===== src/rtl/uart_pkg.sv =====
// Shared UART definitions used by uart_rx_fifo (and the future uart_tx).
// Contents: receiver state enum, data width and default oversample constants,
// and the baud divider helper.
package uart_pkg;

  localparam int unsigned UART_DATA_W  = 8;
  localparam int unsigned UART_OVS_DEF = 16;

  typedef enum logic [2:0] {
    IDLE,
    START,
    DATA,
    STOP,
    BREAK
  } uart_state_t;

  // Clock cycles per oversample tick: round(clk_hz / (baud * ovs)), never below 1.
  function automatic int unsigned uart_div(input int unsigned clk_hz,
                                           input int unsigned baud,
                                           input int unsigned ovs);
    longint unsigned den;
    longint unsigned q;
    den = longint'(baud) * longint'(ovs);
    if (den == 0) return 1;
    q = (longint'(clk_hz) + den / 2) / den;
    if (q < 1) q = 1;
    return int'(q);
  endfunction

endpackage


===== src/rtl/uart_rx_fifo_if.sv =====
// Byte-stream and status bundle between the UART receiver and its consumer.
//   rx_data     FIFO head byte            (receiver -> consumer)
//   rx_valid    FIFO not empty            (receiver -> consumer)
//   rx_ready    pop the head              (consumer -> receiver)
//   frame_err   1-cycle bad-stop pulse    (receiver -> consumer)
//   overrun     sticky dropped-byte flag  (receiver -> consumer)
//   overrun_clr clears overrun            (consumer -> receiver)
//   fifo_level  occupied entries          (receiver -> consumer)
// master = receiver side, slave = consumer side.
interface uart_rx_fifo_if
  import uart_pkg::*;
#(
  parameter int unsigned FIFO_DEPTH = 16
) ();

  localparam int unsigned LVL_W = $clog2(FIFO_DEPTH) + 1;

  logic [UART_DATA_W-1:0] rx_data;
  logic                   rx_valid;
  logic                   rx_ready;
  logic                   frame_err;
  logic                   overrun;
  logic                   overrun_clr;
  logic [LVL_W-1:0]       fifo_level;

  modport master (
    output rx_data, rx_valid, frame_err, overrun, fifo_level,
    input  rx_ready, overrun_clr
  );

  modport slave (
    input  rx_data, rx_valid, frame_err, overrun, fifo_level,
    output rx_ready, overrun_clr
  );

endinterface


===== src/rtl/uart_rx_fifo_sync_fifo.sv =====
// First-word fall-through synchronous FIFO.
//   clk, rst  clock, asynchronous active-high reset
//   push/din  write request and data; ignored when full unless a pop happens in the same cycle
//   pop       read request; ignored when empty
//   dout      head entry, forced to 0 while empty
//   full, empty, level  occupancy status
// A push into an empty FIFO is not bypassed to dout; it appears the next cycle.
module sync_fifo #(
  parameter int unsigned WIDTH = 8,
  parameter int unsigned DEPTH = 16,
  localparam int unsigned PTR_W = $clog2(DEPTH),
  localparam int unsigned LVL_W = PTR_W + 1
) (
  input  logic             clk,
  input  logic             rst,
  input  logic             push,
  input  logic             pop,
  input  logic [WIDTH-1:0] din,
  output logic [WIDTH-1:0] dout,
  output logic             full,
  output logic             empty,
  output logic [LVL_W-1:0] level
);

  logic [WIDTH-1:0] mem [DEPTH];
  logic [PTR_W-1:0] wptr_q, rptr_q;
  logic [LVL_W-1:0] cnt_q;
  logic             do_push, do_pop;

  assign empty   = (cnt_q == '0);
  assign full    = (cnt_q == LVL_W'(DEPTH));
  assign do_pop  = pop & ~empty;
  // When full, the slot freed by a simultaneous pop takes the new entry.
  assign do_push = push & (~full | do_pop);

  always_ff @(posedge clk or posedge rst) begin
    if (rst) begin
      wptr_q <= '0;
      rptr_q <= '0;
      cnt_q  <= '0;
    end else begin
      if (do_push) wptr_q <= wptr_q + 1'b1;
      if (do_pop)  rptr_q <= rptr_q + 1'b1;
      case ({do_push, do_pop})
        2'b10:   cnt_q <= cnt_q + 1'b1;
        2'b01:   cnt_q <= cnt_q - 1'b1;
        default: cnt_q <= cnt_q;
      endcase
    end
  end

  always_ff @(posedge clk) begin
    if (do_push) mem[wptr_q] <= din;
  end

  // Storage is not reset, so the head is masked while nothing valid is held.
  assign dout  = empty ? '0 : mem[rptr_q];
  assign level = cnt_q;

endmodule


===== src/rtl/uart_rx_fifo.sv =====
// 8N1 UART receiver with receive FIFO.
//   clk     core clock
//   rst     asynchronous active-high reset
//   rxd     serial input, asynchronous, idle high
//   rxdled  high while the receiver is outside IDLE
//   bus     byte stream and status (rx_data, rx_valid, rx_ready, frame_err, overrun,
//           overrun_clr, fifo_level)
// Holds the input synchronizer, oversample tick generator, framing FSM and overrun flag;
// buffering rules live in sync_fifo.
module uart_rx_fifo
  import uart_pkg::*;
#(
  parameter int unsigned CLK_HZ     = 50_000_000,
  parameter int unsigned BAUD       = 115200,
  parameter int unsigned OVS        = UART_OVS_DEF,
  parameter int unsigned FIFO_DEPTH = 16
) (
  input  logic             clk,
  input  logic             rst,
  input  logic             rxd,
  output logic             rxdled,
  uart_rx_fifo_if.master   bus
);

  localparam int unsigned DIV   = uart_div(CLK_HZ, BAUD, OVS);
  localparam int unsigned DIV_W = (DIV > 1) ? $clog2(DIV) : 1;
  localparam int unsigned OVS_W = $clog2(OVS);
  localparam int unsigned BIT_W = $clog2(UART_DATA_W);
  localparam int unsigned LVL_W = $clog2(FIFO_DEPTH) + 1;

  // Two-flop synchronizer; idles high so reset does not look like a start bit.
  logic sync1_q, rxs_q;

  always_ff @(posedge clk or posedge rst) begin
    if (rst) begin
      sync1_q <= 1'b1;
      rxs_q   <= 1'b1;
    end else begin
      sync1_q <= rxd;
      rxs_q   <= sync1_q;
    end
  end

  // Free-running oversample tick.
  logic [DIV_W-1:0] div_q;
  logic             tick;

  assign tick = (div_q == DIV_W'(DIV - 1));

  always_ff @(posedge clk or posedge rst) begin
    if (rst) div_q <= '0;
    else     div_q <= tick ? '0 : div_q + 1'b1;
  end

  // Framing FSM.
  uart_state_t            state_q, state_d;
  logic [OVS_W-1:0]       ovs_q, ovs_d;
  logic [BIT_W-1:0]       bit_q, bit_d;
  logic [UART_DATA_W-1:0] sh_q, sh_d;
  logic                   ovs_wrap;
  logic                   push;
  logic                   frame_err;

  always_comb begin
    state_d   = state_q;
    ovs_d     = ovs_q;
    bit_d     = bit_q;
    sh_d      = sh_q;
    push      = 1'b0;
    frame_err = 1'b0;

    ovs_wrap = tick && (ovs_q == OVS_W'(OVS - 1));
    if (tick) ovs_d = ovs_wrap ? '0 : ovs_q + 1'b1;

    unique case (state_q)
      IDLE: begin
        if (!rxs_q) begin
          state_d = START;
          ovs_d   = '0;
        end
      end
      START: begin
        // Mid-bit check of the start bit rejects short glitches.
        if (tick && (ovs_q == OVS_W'(OVS / 2 - 1))) begin
          if (rxs_q) begin
            state_d = IDLE;
          end else begin
            state_d = DATA;
            bit_d   = '0;
            ovs_d   = '0;
          end
        end
      end
      DATA: begin
        if (ovs_wrap) begin
          sh_d  = {rxs_q, sh_q[UART_DATA_W-1:1]};
          bit_d = bit_q + 1'b1;
          if (bit_q == BIT_W'(UART_DATA_W - 1)) state_d = STOP;
        end
      end
      STOP: begin
        if (ovs_wrap) begin
          if (rxs_q) begin
            push    = 1'b1;
            state_d = IDLE;
          end else begin
            frame_err = 1'b1;
            state_d   = BREAK;
          end
        end
      end
      BREAK: begin
        // Hold off until the line returns high so a break is not read as start bits.
        if (rxs_q) state_d = IDLE;
      end
      default: state_d = IDLE;
    endcase
  end

  always_ff @(posedge clk or posedge rst) begin
    if (rst) begin
      state_q <= IDLE;
      ovs_q   <= '0;
      bit_q   <= '0;
      sh_q    <= '0;
    end else begin
      state_q <= state_d;
      ovs_q   <= ovs_d;
      bit_q   <= bit_d;
      sh_q    <= sh_d;
    end
  end

  // Receive FIFO.
  logic [UART_DATA_W-1:0] fifo_dout;
  logic                   fifo_full, fifo_empty;
  logic [LVL_W-1:0]       fifo_lvl;

  sync_fifo #(
    .WIDTH (UART_DATA_W),
    .DEPTH (FIFO_DEPTH)
  ) u_fifo (
    .clk   (clk),
    .rst   (rst),
    .push  (push),
    .pop   (bus.rx_ready),
    .din   (sh_q),
    .dout  (fifo_dout),
    .full  (fifo_full),
    .empty (fifo_empty),
    .level (fifo_lvl)
  );

  // Overrun: a byte is lost only if full and not popped that cycle; a new set beats a clear.
  logic overrun_q, overrun_set;

  assign overrun_set = push & fifo_full & ~bus.rx_ready;

  always_ff @(posedge clk or posedge rst) begin
    if (rst) overrun_q <= 1'b0;
    else     overrun_q <= overrun_set | (overrun_q & ~bus.overrun_clr);
  end

  assign bus.rx_data    = fifo_dout;
  assign bus.rx_valid   = ~fifo_empty;
  assign bus.fifo_level = fifo_lvl;
  assign bus.frame_err  = frame_err;
  assign bus.overrun    = overrun_q;
  assign rxdled         = (state_q != IDLE);

endmodule

===== src/flat_wrapper.sv =====
// flat-port wrapper written by rule: the top's interface ports become plain ports
module uart_rx_fifo_flat import uart_pkg::*;
#(
  parameter int unsigned CLK_HZ     = 50_000_000,
  parameter int unsigned BAUD       = 115200,
  parameter int unsigned OVS        = UART_OVS_DEF,
  parameter int unsigned FIFO_DEPTH = 16
)
  (clk, rst, rxd, rxdled, bus_rx_data, bus_rx_valid, bus_frame_err, bus_overrun, bus_fifo_level, bus_rx_ready, bus_overrun_clr);
  uart_rx_fifo_if #(.FIFO_DEPTH(FIFO_DEPTH)) bus_i ();
  input  logic clk;
  input  logic rst;
  input  logic rxd;
  output logic rxdled;
  output wire logic [$bits(bus_i.rx_data)-1:0] bus_rx_data;
  output wire logic [$bits(bus_i.rx_valid)-1:0] bus_rx_valid;
  output wire logic [$bits(bus_i.frame_err)-1:0] bus_frame_err;
  output wire logic [$bits(bus_i.overrun)-1:0] bus_overrun;
  output wire logic [$bits(bus_i.fifo_level)-1:0] bus_fifo_level;
  input wire logic [$bits(bus_i.rx_ready)-1:0] bus_rx_ready;
  input wire logic [$bits(bus_i.overrun_clr)-1:0] bus_overrun_clr;
  assign bus_rx_data = bus_i.rx_data;
  assign bus_rx_valid = bus_i.rx_valid;
  assign bus_frame_err = bus_i.frame_err;
  assign bus_overrun = bus_i.overrun;
  assign bus_fifo_level = bus_i.fifo_level;
  assign bus_i.rx_ready = bus_rx_ready;
  assign bus_i.overrun_clr = bus_overrun_clr;
  uart_rx_fifo #(.CLK_HZ(CLK_HZ), .BAUD(BAUD), .OVS(OVS), .FIFO_DEPTH(FIFO_DEPTH)) u_core (.clk(clk), .rst(rst), .rxd(rxd), .rxdled(rxdled), .bus(bus_i));
endmodule

===== config.mk =====
export PLATFORM = sky130hd
export DESIGN_NAME = uart_rx_fifo_flat
export DESIGN_NICKNAME = d
export VERILOG_FILES = /design/src/rtl/uart_pkg.sv /design/src/rtl/uart_rx_fifo_if.sv /design/src/rtl/uart_rx_fifo_sync_fifo.sv /design/src/rtl/uart_rx_fifo.sv /design/src/flat_wrapper.sv
export SDC_FILE = /design/constraint.sdc
export NUM_CORES = 1
export LEC_CHECK = 0
export ABC_AREA = 1
export ABC_CLOCK_PERIOD_IN_PS = 3900
export CORE_MARGIN = 2
export CORE_UTILIZATION = 60
export CTS_CLUSTER_SIZE = 40
export DETAILED_ROUTE_END_ITERATION = 6
export PLACE_DENSITY_LB_ADDON = 0.15
export SYNTH_ARGS = -nofsm -noshare
export SYNTH_HDL_FRONTEND = slang
export SYNTH_SLANG_ARGS = --single-unit

===== constraint.sdc =====
create_clock -name clk -period 3.9 [get_ports clk]
set_input_delay 0.78 -clock clk [delete_from_list [all_inputs] [get_ports clk]]
set_output_delay 0.78 -clock clk [all_outputs]
set_load 0.1 [all_outputs]

Word-level counts from Yosys, hierarchy flattened

Memories as Yosys holds them, arrays and structs flattened.
Cells that the tools add are included.

Register bits after elaboration: 39
RAM bits: 128
Input port bits: 5
Output and inout bits: 17
Memories: 1

Memories:

| memory            | words | bits a word | read ports | clocked after memory_dff | write ports | line                         | text |
|---|---|---|---|---|---|---|---|
| u_core.u_fifo.mem | 16    | 8           | 1          | 0                        | 1           | uart_rx_fifo_sync_fifo.sv:25 | `logic [WIDTH-1:0] mem [DEPTH];` |

Add/subtract/negate cells: 7
Eq/ne operators: 18
Multiplexer cells: 29
Bitwise gates (word level): 11
Reduce and logical (&&, ||, !) cells: 10

Operator list:

| cell                                                 | number |
|---|---|
| two-way mux 3 bit                                    | 10 |
| two-way mux 4 bit                                    | 4 |
| one-hot mux 3 bit (5 select lines)                   | 1 |
| adder 4 x 1 -> 4 bit (second input constant)         | 3 |
| adder 5 x 1 -> 5 bit (second input constant)         | 2 |
| equality test 5 bit (second input constant)          | 2 |
| != test 2 x 1 -> 1 bit (second input constant)       | 5 |
| one-hot mux 5 bit (2 select lines)                   | 1 |
| two-way mux 1 bit                                    | 8 |
| two-way mux 8 bit                                    | 1 |
| one-hot mux 4 bit (2 select lines)                   | 1 |
| equality test 3 x 2 -> 1 bit (second input constant) | 2 |
| equality test 3 bit (second input constant)          | 2 |
| one-hot mux 3 bit (2 select lines)                   | 1 |
| AND reduction 6 bit                                  | 1 |
| AND 1 bit                                            | 5 |
| zero test 5 bit                                      | 1 |
| two-way mux 5 bit                                    | 1 |
| subtractor 5 x 1 -> 5 bit (second input constant)    | 1 |
| equality test 4 x 3 -> 1 bit (second input constant) | 1 |
| equality test 4 bit (second input constant)          | 1 |
| != test 2 bit (second input constant)                | 2 |
| inverter 1 bit                                       | 4 |
| AND reduction 4 bit                                  | 1 |
| other kinds (11)                                     | 14 |

Longest topological paths before layout

Gate-level depths: netlist of the first run.

Depth after elaboration: 7
Depth in mapped cells: 19
Gate-level depth less buffers: 19

By module

From an unflattened synthesis of the first run, not the netlist that was laid out.

Cells, all modules: 687
Area, all modules: 7,392.1 um2

By module, submodules not included:

| module       | times used | cells each | area each (um2) | seq. area each (um2) |
|---|---|---|---|---|
| sync_fifo    | 1          | 529        | 6,043.3         | 4,169.0 |
| uart_rx_fifo | 1          | 158        | 1,348.8         | 653.1 |

Least setup slack after synthesis of the first run

No wires, ideal clock.

Path type: register to output
Start: reg u_core.div_q[0]
End: out bus_frame_err
Data arrival time: 2.940 ns
Required time: 3.120 ns
Path slack: 0.180 ns
Cell stages (with the launch flop): 7
Buffers on the path: 0
Path through: dfrtp_1 > inv_1 > ha_1 > nand2_1 > nor2_4 > nand2_4 > nor3_1

Cells in the longest elaborated chain, start to end: 4

RTL lines:

| item                   | line                | text |
|---|---|---|
| start, declared        | uart_rx_fifo.sv:45  | `logic [DIV_W-1:0] div_q;` |
| start signal, assigned | uart_rx_fifo.sv:52  | `else div_q <= tick ? '0 : div_q + 1'b1;` |
| equality test 5 bit    | uart_rx_fifo.sv:48  | `assign tick = (div_q == DIV_W'(DIV - 1));` |
| logical AND 1 bit      | uart_rx_fifo.sv:72  | `ovs_wrap = tick && (ovs_q == OVS_W'(OVS - 1));` |
| two-way mux 1 bit      | uart_rx_fifo.sv:102 | `if (ovs_wrap) begin` |
| two-way mux 1 bit      | uart_rx_fifo.sv:75  | `unique case (state_q)` |
| end, declared          | flat_wrapper.sv:17  | `output wire logic [$bits(bus_i.frame_err)-1:0] bus_frame_err;` |

Every way passes these cells.

Worst setup path in the final report of the first run

Start: reg u_core.u_fifo.rptr_q[1]
End: out bus_rx_data[0]

Cells in the longest elaborated chain, start to end: 2

RTL lines:

| item                   | line                         | text |
|---|---|---|
| start, declared        | uart_rx_fifo_sync_fifo.sv:26 | `logic [PTR_W-1:0] wptr_q, rptr_q;` |
| start signal, assigned | uart_rx_fifo_sync_fifo.sv:43 | `if (do_pop) rptr_q <= rptr_q + 1'b1;` |
| memory (16 x 8 bit)    | -                            |  |
| two-way mux 8 bit      | uart_rx_fifo_sync_fifo.sv:57 | `assign dout = empty ? '0 : mem[rptr_q];` |
| end, declared          | flat_wrapper.sv:15           | `output wire logic [$bits(bus_i.rx_data)-1:0] bus_rx_data;` |

Every way passes these cells.

==> flow_summary.ini, run 1 <==
[status]
status = complete, no violations

[synthesis]
ys.flop_type = edfxtp_1
async_reset_ff_frac = 0.234
muxShareOfSynthArea = 0.00987
synthXorXnorAreaFrac = 0.0170
synth_top_area_frac = 0.532
ys_seq_area_frac = 0.667
synth_fp_nets = 666
yosysTopAreaCell = edfxtp_1
synth_most_common_cell = nand2_1
syn_avg_cell_area_sq_um = 11.2
synth-compound-area-share = 0.0322
ys_seq_elements = 167
synth.distinct_cells = 33
netlist_instances = 647
synth_warnings = 0
synthSimpleGateAreaFrac = 0.211
synth_edf_count = 128
synthAdderAreaFrac = 0.0253
ys_top_cells_by_area = edfxtp_1 (53%), dfrtp_1 (13%), nand2_1 (8.7%)
synth_common_cells = nand2_1 (168), edfxtp_1 (128), nand3_1 (114)
syn_area_sq_um = 7220
synth_top_family_by_area = simple AND/OR/NAND/NOR gates

[clock_network]
cts-root-buf = clkbuf_16
worstSkewPairLatency_ns = 0.43
hold_buffers = 0
clk_pin_slew_worst_paths_ns = 0.06
cts_buffer_depth = 2
cts_resized = 0
cts_tree = done
post-cts-setup-buffers = 0
cts.htree.levels = 4
clock-sinks = 167
cts_buffers = 17

[place]
numPortBuffers = 21
post-dp-hpwl_um = 9620
placed_cell_area_sq_um = 7600
routabilityCongestion = 0.913
place_ws_ns = 1.00
dpl.cell_count = 793

[sta]
setup_viol = 0
maxSlewViolCount = 0
finalHoldViolCount = 0
skew_ns = 0.00750
fmax_ghz = 0.301
tightest_slew_ns = 1.09
setup_ws_ns = 0.573
relSlewSlack = 0.274
holdWs_ns = 0.357
finalSetupTns_ns = 0
min_period_over_period = 0.853
finalCriticalPeriod_ns = 3.33
rsz0062_at_grt = no

[layout]
drive_above_1_share = 0.111
area_delta_synth_final_pct = 12.9
fin_area_sq_um = 8160
fillerInstances = 870
final_net_count = 684
fin_cells = 825
insertedDiodeCount = 0
final_util = 0.688

[worst_setup_path]
rrSetupSlack_ns = 1.23
slowest_delay_ns = 0.78
cp.arrival_ns = 2.55
required_ns = 3.12
cpMostUsedCell = nand3_1
crit_buf_inv = 2
worst-path-max-fanout = 33
slowest_stage = inv_1
path_class = register to output port
critPathCaptureType = output port
path_delay_family = buffers and inverters
crit_path_cell_trace = inv_1, nand3_1, nand3_1, a21oi_1, o21a_1, buf_12
startpoint_type = register

[routing]
wl_um = 15700
drt.antenna.violating_nets = 0
drc = 0
wire_per_inst_um = 19.0
dr_total_vias = 4833
first_pass_iters = 5
drtIter0Drc = 603
viasPerCell = 5.86

[global_routing]
grt_use_met3 = 0.0494
grt_pass1_wl_um = 24600
grt.overflow.total = 0
grt_use_met2 = 0.414
gr-usage-all-layers = 0.257
grt_use_met1 = 0.345
grt_pass1_vias = 4621
grt.busiest_layer = met2
grt_max_degree = 67
antenna_found_initial = 0

[die]
start_util = 0.609
rows = 40
die_x_um = 114
io_pins = 22
die_height_um = 114
die_area_sq_um = 12900
coreArea_sq_um = 11900

[run]
drv_cap = 0

[hold_path]
hp-class = register to register

[power_and_ir_drop]
cellLeakagePower_nw = 3.33
powerDensity_nw_per_um2 = 710
ir_worst_vdd_uv = 620
p_total_mw = 5.79
-- layout make-up --
type / count / area, sq um / share of cell area
Clock buffer: 17 / 425 / 0.0521
Clock inverter: 15 / 136 / 0.0167
Inverter: 35 / 136 / 0.0167
Multi-Input combinational cell: 418 / 2130 / 0.261
Sequential cell: 167 / 4820 / 0.591
Tap cell: 147 / 184 / 0.0225
Timing Repair Buffer: 26 / 323 / 0.0396
-- placed cells by master, fill, tap and decap left out, types with 3 or more instances in the layout --
master,Yosys,routed
nand2_2,8,8
buf_12,0,8
clkinvlp_4,0,4
o21a_1,8,8
nand2_1,168,168
buf_4,1,7
nand3_1,114,114
edfxtp_1,128,128
nor3_1,3,3
a21oi_1,21,21
clkdlybuf4s50_1,0,11
xor2_1,12,12
clkinv_1,2,8
nor2_1,36,36
mux2_4,4,4
ha_1,13,13
inv_2,5,5
dfrtp_1,37,36
clkbuf_16,0,17
nand4_1,3,3
o21ai_0,10,10
inv_1,27,26
nor2_4,3,3
nor2_2,4,4
-- registers in the layout, summed over array words and instances, names as in the netlist, 3 cells and up --
register	cells
u_core.u_fifo.level	5
u_core.state_q	3
u_core.u_fifo.mem	128
u_core.sh_q	8
u_core.u_fifo.wptr_q	4
u_core.bit_q	3
u_core.ovs_q	4
u_core.u_fifo.rptr_q	4
u_core.div_q	5
-- worst paths after layout --
check	cells past startpoint	startpoint	to
worst max-delay path	6	u_core.u_fifo.rptr_q[1]	bus_rx_data[0]
worst min-delay path	0	u_core.sync1_q	u_core.rxs_q
worst max register to register	18	u_core.div_q[0]	u_core.u_fifo.level[4]
worst min register to register	0	u_core.sync1_q	u_core.rxs_q
max in group asynchronous	3	rst	u_core.u_fifo.rptr_q[0]
min in group asynchronous	3	rst	u_core.div_q[3]
-- logic make-up (layout without fill, tap and decap cells) --
family | Yosys count | after routing
compound gates | 42 | 42
fa+ha+maj | 14 | 14
simple gates | 343 | 343
mux | 5 | 5
buf+inv | 62 | 93
xor+xnor | 14 | 14
flops | 167 | 167
-- report_power, final --
group / switching (mW) / total (mW) / internal, mW
clock network: 0.669 / 1.60 / 0.929
registers: 0.0611 / 2.01 / 1.95
logic: 1.56 / 2.19 / 0.632
-- worst reg2reg max path: cells and delay by family, from the launching register on --
kind / cells / cell delay, ns
simple gates: 10 / 1.12
fa+ha+maj: 2 / 0.58
flops: 1 / 0.41
buf+inv: 5 / 0.33
compound gates: 1 / 0.14
-- metal layers --
layer / part of all wire / routed length [um]
met1: 0.42 / 6600
met2: 0.49 / 7680
met3: 0.061 / 956
met4: 0.029 / 456
met5: 0 / 0
Note: power is estimated with default switching activity, not from simulation.
==> run 2, diff against run 1 <==
--- a/config.mk
+++ b/config.mk
@@ -6,7 +6,7 @@
 export NUM_CORES = 1
 export LEC_CHECK = 0
 export ABC_AREA = 1
-export ABC_CLOCK_PERIOD_IN_PS = 3900
+export ABC_CLOCK_PERIOD_IN_PS = 3200
 export CORE_MARGIN = 2
 export CORE_UTILIZATION = 60
 export CTS_CLUSTER_SIZE = 40
==> constraint.sdc (replaced) <==
create_clock -name clk -period 3.2 [get_ports clk]
set_input_delay 0.64 -clock clk [delete_from_list [all_inputs] [get_ports clk]]
set_output_delay 0.64 -clock clk [all_outputs]
set_load 0.1 [all_outputs]
==> flow_summary.ini, run 2 (synthesized netlist as in run 1, its figures left out) <==
[worst_setup_path]
rrSetupSlack_ns = 0.48
required_ns = 2.56
cp-startpoint = u_core.u_fifo.rptr_q[0]
startpoint_type = register
worst-path-max-fanout = 48
crit_path_cell_trace = clkinvlp_4, buf_12, nand2_1, nand3_1, nand3_1, a21oi_1, o21a_1, buf_12
path_class = register to output port
slowest_stage = dfrtp_2
slowest_delay_ns = 0.43
critPathCaptureType = output port
reg2reg_from = u_core.div_q[0]
cp.arrival_ns = 2.33

[sta]
holdWs_ns = 0.357
fmax_ghz = 0.337
finalSetupTns_ns = 0
finalCriticalPeriod_ns = 2.97
tightest_slew_ns = 0.846
maxSlewViolCount = 0
skew_ns = 0.00709
setup_viol = 0
rsz0062_at_grt = no
finalHoldViolCount = 0
relSlewSlack = 0.434
min_period_over_period = 0.927

[die]
io_pins = 22
rows = 40
die_x_um = 114
die_area_sq_um = 12900
die_height_um = 114
start_util = 0.609
coreArea_sq_um = 11900

[power_and_ir_drop]
ir_worst_vdd_uv = 598
sw_frac_of_total = 0.387
seqPwrFrac = 0.347
combinationalPowerShare = 0.378
p_switching_mw = 2.74
clockPowerShare = 0.275
cellLeakagePower_nw = 3.38
powerDensity_nw_per_um2 = 862
internal-power_mw = 4.34

[layout]
layout_common_cells = nand2_1 (168), edfxtp_1 (128), nand3_1 (114), nor2_1 (36), dfrtp_1 (36)
fin_area_sq_um = 8210
drive_above_1_share = 0.129
fillerInstances = 856
largest_register_ff_count = 128
layout_commonest_cell = nand2_1
final_net_count = 687
top_register = u_core.u_fifo.mem
reg_top3 = u_core.u_fifo.mem x128, u_core.sh_q x8
insertedDiodeCount = 0
area_delta_synth_final_pct = 13.6

[clock_network]
hold_buffers = 0
cts.htree.levels = 4
worstSkewPairLatency_ns = 0.43
clock-sinks = 167
cts_buffer_depth = 2
cts-root-buf = clkbuf_16
cts_tree = done
cts_buffers = 17
clk_pin_slew_worst_paths_ns = 0.06

[global_routing]
grt_pass1_vias = 4768
grt_max_degree = 67
antenna_found_initial = 0
grt.overflow.total = 0
gr-usage-all-layers = 0.263
grt_pass1_wl_um = 25200

[place]
post-dp-hpwl_um = 10200
routabilityCongestion = 0.851
placed_cell_area_sq_um = 7640
numPortBuffers = 21

[routing]
dr_total_vias = 4845
viasPerCell = 5.85
wl_um = 15700
wire_per_inst_um = 18.9
drc = 0
drtIter0Drc = 424
drt.antenna.violating_nets = 0
first_pass_iters = 6

[status]
status = complete, no violations

[hold_path]
worstHoldStart = u_core.sync1_q
hp-class = register to register

[run]
drv_cap = 0
-- run 2: cell count changes in the layout (fill, tap and decap cells not counted), sizes merged --
cell and delta:
clkinv -3, clkbuf +5, clkinvlp -1, clkdlybuf4s50 -7, inv -1, buf +10
-- run 2: metal layers --
metal | wire, um | vias up | global-route usage
met5 | 0 | - | 0
met4 | 499 | 0 | 0.133
met3 | 843 | 37 | 0.0430
met2 | 8110 | 178 | 0.450
met1 | 6220 | 2362 | 0.328
li1 | - | 2268 | -
-- run 2: worst max-delay path, delay by kind of cell (launching register included) --
family	cells	cell delay, ns
buffers and inverters	3	0.71
DFF	1	0.43
AOI/OAI and AO/OA	2	0.42
and+or+nand+nor	3	0.31
-- run 2: worst paths after layout --
path                                                end  depth (start not counted)
worst max-delay path                     bus_rx_data[5]                          8
worst min-delay path                       u_core.rxs_q                          0
worst max register to register   u_core.u_fifo.level[4]                         18
worst min register to register             u_core.rxs_q                          0
max in group asynchronous       u_core.u_fifo.rptr_q[0]                          3
min in group asynchronous                u_core.sh_q[3]                          3
-- run 2: repair_timing --
| item | 4_1_cts | 5_1_grt |
|---|---|---|
| resized for setup | 0 | 2 |
| setup buffers | 0 | 0 |
| setup endpoints to repair | 0 | 7 |
-- run 2: power by group through the flow --
stage               Sequential (mW)  Clock, mW  Combinational (mW)
floorplan                      2.69          0                1.68
global placement               2.49          0                2.63
detailed placement             2.50          0                2.65
CTS                            2.45       1.96                2.67
global route                   2.46       2.05                2.82
finish                         2.46       1.94                2.68
-- run 2: layout make-up --
type	instances	area, sq um	area share
Clock inverter	10	105	0.0128
Tap cell	147	184	0.0224
Sequential cell	167	4820	0.588
Clock buffer	22	454	0.0553
Timing Repair Buffer	29	357	0.0435
Multi-Input combinational cell	418	2140	0.261
Inverter	35	140	0.0171
-- run 2: metrics by stage --
step / total power, mW / util / setup slack, ns / std cells
finish: 7.08 / 0.692 / 0.235 / 828
global route: 7.34 / 0.692 / 0.131 / 828
CTS: 7.08 / 0.691 / 0.0974 / 828
floorplan: 4.37 / - / 0.148 / 647
detailed placement: 5.15 / 0.644 / 0.434 / 796
global placement: 5.12 / 0.644 / 0.483 / 796
==> run 3, diff against run 2 <==
--- a/config.mk
+++ b/config.mk
@@ -8,7 +8,7 @@
 export ABC_AREA = 1
 export ABC_CLOCK_PERIOD_IN_PS = 3200
 export CORE_MARGIN = 2
-export CORE_UTILIZATION = 60
+export CORE_UTILIZATION = 35
 export CTS_CLUSTER_SIZE = 40
 export DETAILED_ROUTE_END_ITERATION = 6
 export PLACE_DENSITY_LB_ADDON = 0.15
==> flow_summary.ini, run 3 (synthesized netlist as in run 1, its figures left out) <==
[worst_setup_path]
slowest_stage = buf_4
slowest_delay_ns = 0.44
worst-path-max-fanout = 50
startpoint_type = register
ff2ff_path_depth = 18
required_ns = 2.56
crit_buf_inv = 2
cpMostUsedCell = nand3_1
cp.arrival_ns = 2.37
crit_path_cell_trace = buf_4, nand2_1, nand3_1, nand3_1, a21oi_1, o21a_1, buf_12
rrSetupSlack_ns = 0.54
path_delay_family = buffers and inverters
path_class = register to output port
r2r_end = u_core.u_fifo.level[4]
critPathCaptureType = output port
reg2reg_from = u_core.div_q[0]

[layout]
layout_common_cells = nand2_1 (168), edfxtp_1 (128), nand3_1 (114), nor2_1 (36), dfrtp_1 (36)
final_net_count = 691
multi_input_area_sq_um = 2140
layout_commonest_cell = nand2_1
drive_above_1_share = 0.139
top_register = u_core.u_fifo.mem
fillerInstances = 1928
reg_top3 = u_core.u_fifo.mem x128, u_core.sh_q x8
final_util = 0.416
insertedDiodeCount = 0
area_delta_synth_final_pct = 16.4
largest_register_ff_count = 128
regArea_sq_um = 4820

[sta]
skew_ns = 0.00739
finalCriticalPeriod_ns = 3.01
setup_viol = 0
tightest_slew_ns = 1.00
finalHoldViolCount = 0
min_period_over_period = 0.942
fmax_ghz = 0.332
relSlewSlack = 0.327
rsz0062_at_grt = no
maxSlewViolCount = 0
finalSetupTns_ns = 0

[routing]
dr_total_vias = 4606
wire_per_inst_um = 17.4
drc = 0
drtIter0Drc = 337
wl_um = 16600
viasPerCell = 4.82
first_pass_iters = 5
drt.antenna.violating_nets = 0

[clock_network]
clk_pin_slew_worst_paths_ns = 0.06
worstSkewPairLatency_ns = 0.43
cts_tree = done
cts-root-buf = clkbuf_16
cts.htree.levels = 4
cts_buffer_depth = 2
cts_buffers = 17
clock-sinks = 167
cts_resized = 0
post-cts-setup-buffers = 0
hold_buffers = 0

[hold_path]
hp-class = register to register
whs_path_depth = 0
worstHoldStart = u_core.sync1_q
min_to = u_core.rxs_q

[place]
routabilityCongestion = 0.808
numPortBuffers = 21
post-dp-hpwl_um = 11000

[global_routing]
gr-usage-all-layers = 0.160
grt.overflow.total = 0
grt_max_degree = 51
grt_pass1_wl_um = 26100
grt_pass1_vias = 4669
antenna_found_initial = 0

[run]
drv_cap = 0

[die]
coreArea_sq_um = 20200
start_util = 0.357
rows = 52
die_x_um = 148
die_area_sq_um = 21800
die_height_um = 148
io_pins = 22

[power_and_ir_drop]
powerDensity_nw_per_um2 = 857
p_total_mw = 7.21
cellLeakagePower_nw = 3.41
ir_worst_vdd_uv = 398

[status]
status = complete, no violations
-- run 3: changes by cell type in the layout (fill, tap and decap cells not counted), moves of 3 or more --
cell	previous run	this run
inv_8	0	4
clkbuf_1	4	0
clkinv_2	6	1
inv_6	0	3
buf_4	14	21
clkinv_4	1	4
-- run 3: how the worst max path moves through the flow --
stage	startpoint	endpoint	cells past startpoint
detailed placement	bus_rx_ready	u_core.u_fifo.mem[1][4]	7
global placement	u_core.div_q[0]	u_core.u_fifo.level[4]	18
floorplan	u_core.u_fifo.level[1]	u_core.u_fifo.level[4]	15
global route	u_core.u_fifo.rptr_q[0]	bus_rx_data[0]	7
finish	u_core.u_fifo.rptr_q[0]	bus_rx_data[4]	7
CTS	u_core.u_fifo.rptr_q[1]	bus_rx_data[7]	7
-- run 3: per-stage QoR --
step	hold WS [ns]	cells	worst slack, ns	area [sq um]
after floorplan	0.345	647	0.148	7240
after global placement	0.347	923	0.578	7800
after global routing	0.358	955	0.0173	8410
after CTS	0.357	955	0.160	8410
after detailed placement	0.347	923	0.540	7800
final	0.355	955	0.186	8410
-- run 3: cell type report --
class,instances,area share
Sequential cell,167,0.573
Tap cell,270,0.0402
Clock buffer,17,0.0506
Timing Repair Buffer,33,0.0425
Inverter,35,0.0162
Multi-Input combinational cell,418,0.255
Clock inverter,15,0.0222
-- run 3: power breakdown --
group / switching, mW / leakage (nW) / internal, mW
Sequential: 0.0788 / 1.98 / 2.37
Clock: 0.906 / 0.299 / 1.19
Combinational: 1.89 / 1.13 / 0.783
-- run 3: per-layer routing --
| metal | wire length, um | GRT usage | part of all wire |
|---|---|---|---|
| met2 | 8340 | 0.271 | 0.50 |
| met4 | 189 | 0.0495 | 0.011 |
| met1 | 7430 | 0.208 | 0.45 |
| met3 | 624 | 0.0346 | 0.038 |
| met5 | 0 | 0 | 0 |
==> edit 1: new RTL, flow settings as in run 3 <==
Add an input register stage for `rxd`, without a reset; this delays it by one clock. The other inputs are not delayed to match.
--- a/src/rtl/uart_rx_fifo.sv
+++ b/src/rtl/uart_rx_fifo.sv
@@ -30,2 +30,8 @@
 
+  logic rxd_q;
+
+  always_ff @(posedge clk) begin
+    rxd_q <= rxd;
+  end
+
   // Two-flop synchronizer; idles high so reset does not look like a start bit.
@@ -38,3 +44,3 @@
     end else begin
-      sync1_q <= rxd;
+      sync1_q <= rxd_q;
       rxs_q   <= sync1_q;
Formal check against the unedited RTL: not equivalent (Yosys sat finds a counterexample within 4 cycles, from zero or initial values and one cycle with rst high).
==> edit 1 against run 3 <==
- area after synthesis up 0.85%
- sequential share of layout area down 1.4 points
- sequential cell count up 1
- sequential power up 3%
- power up 6.1%
- worst setup slack worse by 0.10 ns
- combinational power up 10%
- clock power up 4%
- clock skew up 0.0028 ns
- cell area up 3.0%
- largest cell class unchanged
- routed wire length up 4.5%
- first-iteration DRC count down 12%
- via count up 4.5%
==> edit 1: results <==
# TYPE chip_impl_metric gauge
chip_impl_metric{name="core_area",unit="mm2"} 0.0204
chip_impl_metric{name="drtIter0Drc",unit=""} 296
chip_impl_metric{name="r2r_slack",unit="ns"} 0.60
chip_impl_metric{name="synthesized_area_fraction_occupied_by_ao_oa_aoi_and_oai_cells",unit=""} 0.0716
chip_impl_metric{name="synth.distinct_cells",unit=""} 35
chip_impl_metric{name="buf_share",unit=""} 0.0487
chip_impl_info{name="timing.rr.end",value="u_core.u_fifo.mem[0][3]$_DFFE_PP_"} 1
chip_impl_metric{name="clkCellAreaFrac",unit=""} 0.0723
chip_impl_metric{name="worst_ir_drop_vdd",unit="mV"} 0.837
chip_impl_metric{name="placed_cell_area",unit="mm2"} 0.00804
chip_impl_metric{name="vias",unit=""} 4815
chip_impl_metric{name="place_inst",unit=""} 935
chip_impl_metric{name="clock_buffer_count",unit=""} 18
chip_impl_metric{name="achievable-frequency",unit="MHz"} 321
chip_impl_metric{name="grt_util_all_layers",unit=""} 0.168
chip_impl_metric{name="reg2reg_depth",unit=""} 12
chip_impl_metric{name="synth_seq_area_share",unit=""} 0.665
chip_impl_metric{name="crit_path_max_incr_delay",unit="ns"} 0.67
chip_impl_metric{name="post-dp-hpwl",unit="mm"} 11.1
chip_impl_metric{name="place.gp.congestion",unit=""} 0.808
chip_impl_metric{name="synth_adder_area_share",unit=""} 0.0251
chip_impl_metric{name="ys_async_sr_fraction",unit=""} 0.232
chip_impl_metric{name="grt_start_max_net_pins",unit=""} 40
chip_impl_metric{name="final_cell_count_no_fill",unit=""} 967
chip_impl_metric{name="hold_slack",unit="ns"} 0.298
chip_impl_info{name="status",value="completed"} 1
chip_impl_metric{name="synth.net_count",unit=""} 667
chip_impl_info{name="critPathTopFamily",value="compound AO/OA/AOI/OAI gates"} 1
chip_impl_metric{name="grt_first_pass_wirelength",unit="mm"} 27.5
==> edit 1: cell count changes in the layout (fill, tap and decap cells not counted), sizes merged, moves of 4 or more <==
cell | run 3 | this run
nand2 | 178 | 158
nor2 | 43 | 72
buf | 29 | 37
inv | 37 | 41
a21oi | 21 | 44
o21a | 8 | 0
nand3 | 116 | 51
o21ai | 11 | 31
o31ai | 0 | 16
==> edit 1: power by group <==
| part | internal [mW] | switching, mW |
|---|---|---|
| Sequential | 2.39 | 0.127 |
| Clock | 1.31 | 0.864 |
| Combinational | 0.906 | 2.05 |
==> edit 1: kinds of logic (layout without fill, tap and decap cells) <==
kind of cell	Yosys count	in the layout
muxes	7	7
adders and majority gates	14	14
buffers and inverters	65	114
xor gates and xnor gates	9	9
and+or+nand+nor	290	290
AOI/OAI and AO/OA	95	95
DFF	168	168
==> edit 1: per-layer routing <==
layer	vias up	GRT usage	part of all wire
met1	2378	0.225	0.46
li1	2306	-	-
met3	21	0.0411	0.040
met4	0	0.0457	0.014
met2	110	0.273	0.49
met5	-	0	0
==> edit 2: new RTL, flow settings as in run 3 <==
Made on the original files. `FIFO_DEPTH` is set to 16 in 3 places; all go to 8.
--- a/src/rtl/uart_rx_fifo_if.sv
+++ b/src/rtl/uart_rx_fifo_if.sv
@@ -12,3 +12,3 @@
 #(
-  parameter int unsigned FIFO_DEPTH = 16
+  parameter int unsigned FIFO_DEPTH = 8
 ) ();
--- a/src/rtl/uart_rx_fifo.sv
+++ b/src/rtl/uart_rx_fifo.sv
@@ -15,3 +15,3 @@
   parameter int unsigned OVS        = UART_OVS_DEF,
-  parameter int unsigned FIFO_DEPTH = 16
+  parameter int unsigned FIFO_DEPTH = 8
 ) (
--- a/src/flat_wrapper.sv
+++ b/src/flat_wrapper.sv
@@ -6,3 +6,3 @@
   parameter int unsigned OVS        = UART_OVS_DEF,
-  parameter int unsigned FIFO_DEPTH = 16
+  parameter int unsigned FIFO_DEPTH = 8
 )
Interface: changed (resized bus_fifo_level); port bits go from 22 to 21. The function was not compared with the original's and may differ.
==> edit 2 against run 3 <==
- cell area down 39%
- routed wire length decreased by 48%
- register-to-register slack better by 0.19 ns
- sequential power decreased by 38%
- first-iteration DRC count shrank 42%
- core utilization is 1.4 points higher
- worst setup slack improved by 0.097 ns
- area after synthesis fell by 41%
- power fell by 31%
- sequential cell count is 67 lower
- via count fell by 38%
==> edit 2: results <==
# TYPE chip_impl_metric gauge
chip_impl_metric{name="worst_margin_pin_slew",unit="ns"} 0.969
chip_impl_metric{name="port-buffer-count",unit=""} 20
chip_impl_metric{name="achievable-frequency",unit="MHz"} 343
chip_impl_metric{name="crit_path_max_incr_delay",unit="ns"} 0.98
chip_impl_metric{name="timing.critical_path.arrival",unit="ns"} 2.28
chip_impl_metric{name="globalRouteMet3Util",unit=""} 0.0413
chip_impl_metric{name="htreeDepth",unit=""} 3
chip_impl_metric{name="worst_ir_drop_vdd",unit="mV"} 0.369
chip_impl_metric{name="drtIter0Drc",unit=""} 197
chip_impl_metric{name="netSwitchingPower",unit="mW"} 2.22
chip_impl_metric{name="multi_input_area",unit="mm2"} 0.00136
chip_impl_metric{name="total_cts_buffers",unit=""} 9
chip_impl_metric{name="share_of_cells_above_drive_strength_1",unit=""} 0.180
chip_impl_metric{name="xor_xnor_portion_of_the_synthesized_cell_area",unit=""} 0.0102
chip_impl_metric{name="synth.distinct_cells",unit=""} 32
chip_impl_metric{name="detail_route.first_pass.iterations",unit=""} 4
chip_impl_metric{name="place.gp.congestion",unit=""} 0.826
chip_impl_info{name="netlist_top_cells_count",value="78 x sky130_fd_sc_hd__nor2_1, 64 x sky130_fd_sc_hd__edfxtp_1, 43 x sky130_fd_sc_hd__nand2_1"} 1
chip_impl_metric{name="place_inst",unit=""} 554
chip_impl_metric{name="timing.clock.skew",unit="ns"} 0.00819
chip_impl_metric{name="insertion_delay",unit="ns"} 0.35
chip_impl_metric{name="nets",unit=""} 431
chip_impl_info{name="setup.worst_path.start",value="u_core.u_fifo.rptr_q[1]$_DFFE_PP0P_"} 1
chip_impl_metric{name="filler_cell_count",unit=""} 1081
chip_impl_metric{name="static-leakage-power",unit="nW"} 2.17
chip_impl_info{name="status",value="completed"} 1
chip_impl_metric{name="synth_adder_area_share",unit=""} 0.0234
chip_impl_metric{name="number_of_global_route_vias_before_repair",unit=""} 2706
chip_impl_metric{name="r2r_slack",unit="ns"} 0.73
chip_impl_metric{name="routed_wire_length_per_instance",unit="um"} 15.1
[edit 2: cell count changes in the layout (fill, tap and decap cells not counted), moves of 6 or more]
cell                        delta
sky130_fd_sc_hd__a21oi_1      -17
sky130_fd_sc_hd__clkbuf_16     -8
sky130_fd_sc_hd__edfxtp_1     -64
sky130_fd_sc_hd__mux2_2        +6
sky130_fd_sc_hd__nand2_1     -125
sky130_fd_sc_hd__nand2_2       -6
sky130_fd_sc_hd__nand3_1      -98
sky130_fd_sc_hd__nor2_1       +34
sky130_fd_sc_hd__nor2_4        +6
sky130_fd_sc_hd__nor3_1        +9
sky130_fd_sc_hd__o21a_1        -7
sky130_fd_sc_hd__o21ai_0      +25
sky130_fd_sc_hd__o32ai_1      +16
sky130_fd_sc_hd__xor2_1        -7
[edit 2: critical path: cells and delay by family (launching register included)]
kind	cells	cell delay, ns
flops	1	0.98
buf+inv	1	0.18
compound gates	3	0.60
simple gates	1	0.15
[edit 2: power by group through the flow]
stage,sequential [mW],clock (mW),combinational [mW]
5_1_grt,1.54,1.11,2.53
2_1_floorplan,1.67,0,1.58
4_1_cts,1.53,1.07,2.41
3_5_place_dp,1.55,0,2.41
6_report,1.53,1.04,2.39
3_3_place_gp,1.55,0,2.40
[edit 2: layer usage]
layer	wire length, um	vias to the layer above
li1	-	1410
met1	4030	1377
met5	0	-
met3	364	11
met4	135	0
met2	4050	52
[edit 2: layout make-up]
type	count	share of cell area
clock buffers	10	0.0465
clock inverters	6	0.00925
inverters	29	0.0212
multi-input cells	243	0.265
flip-flops and latches	100	0.550
well taps	147	0.0358
repair buffers	35	0.0725
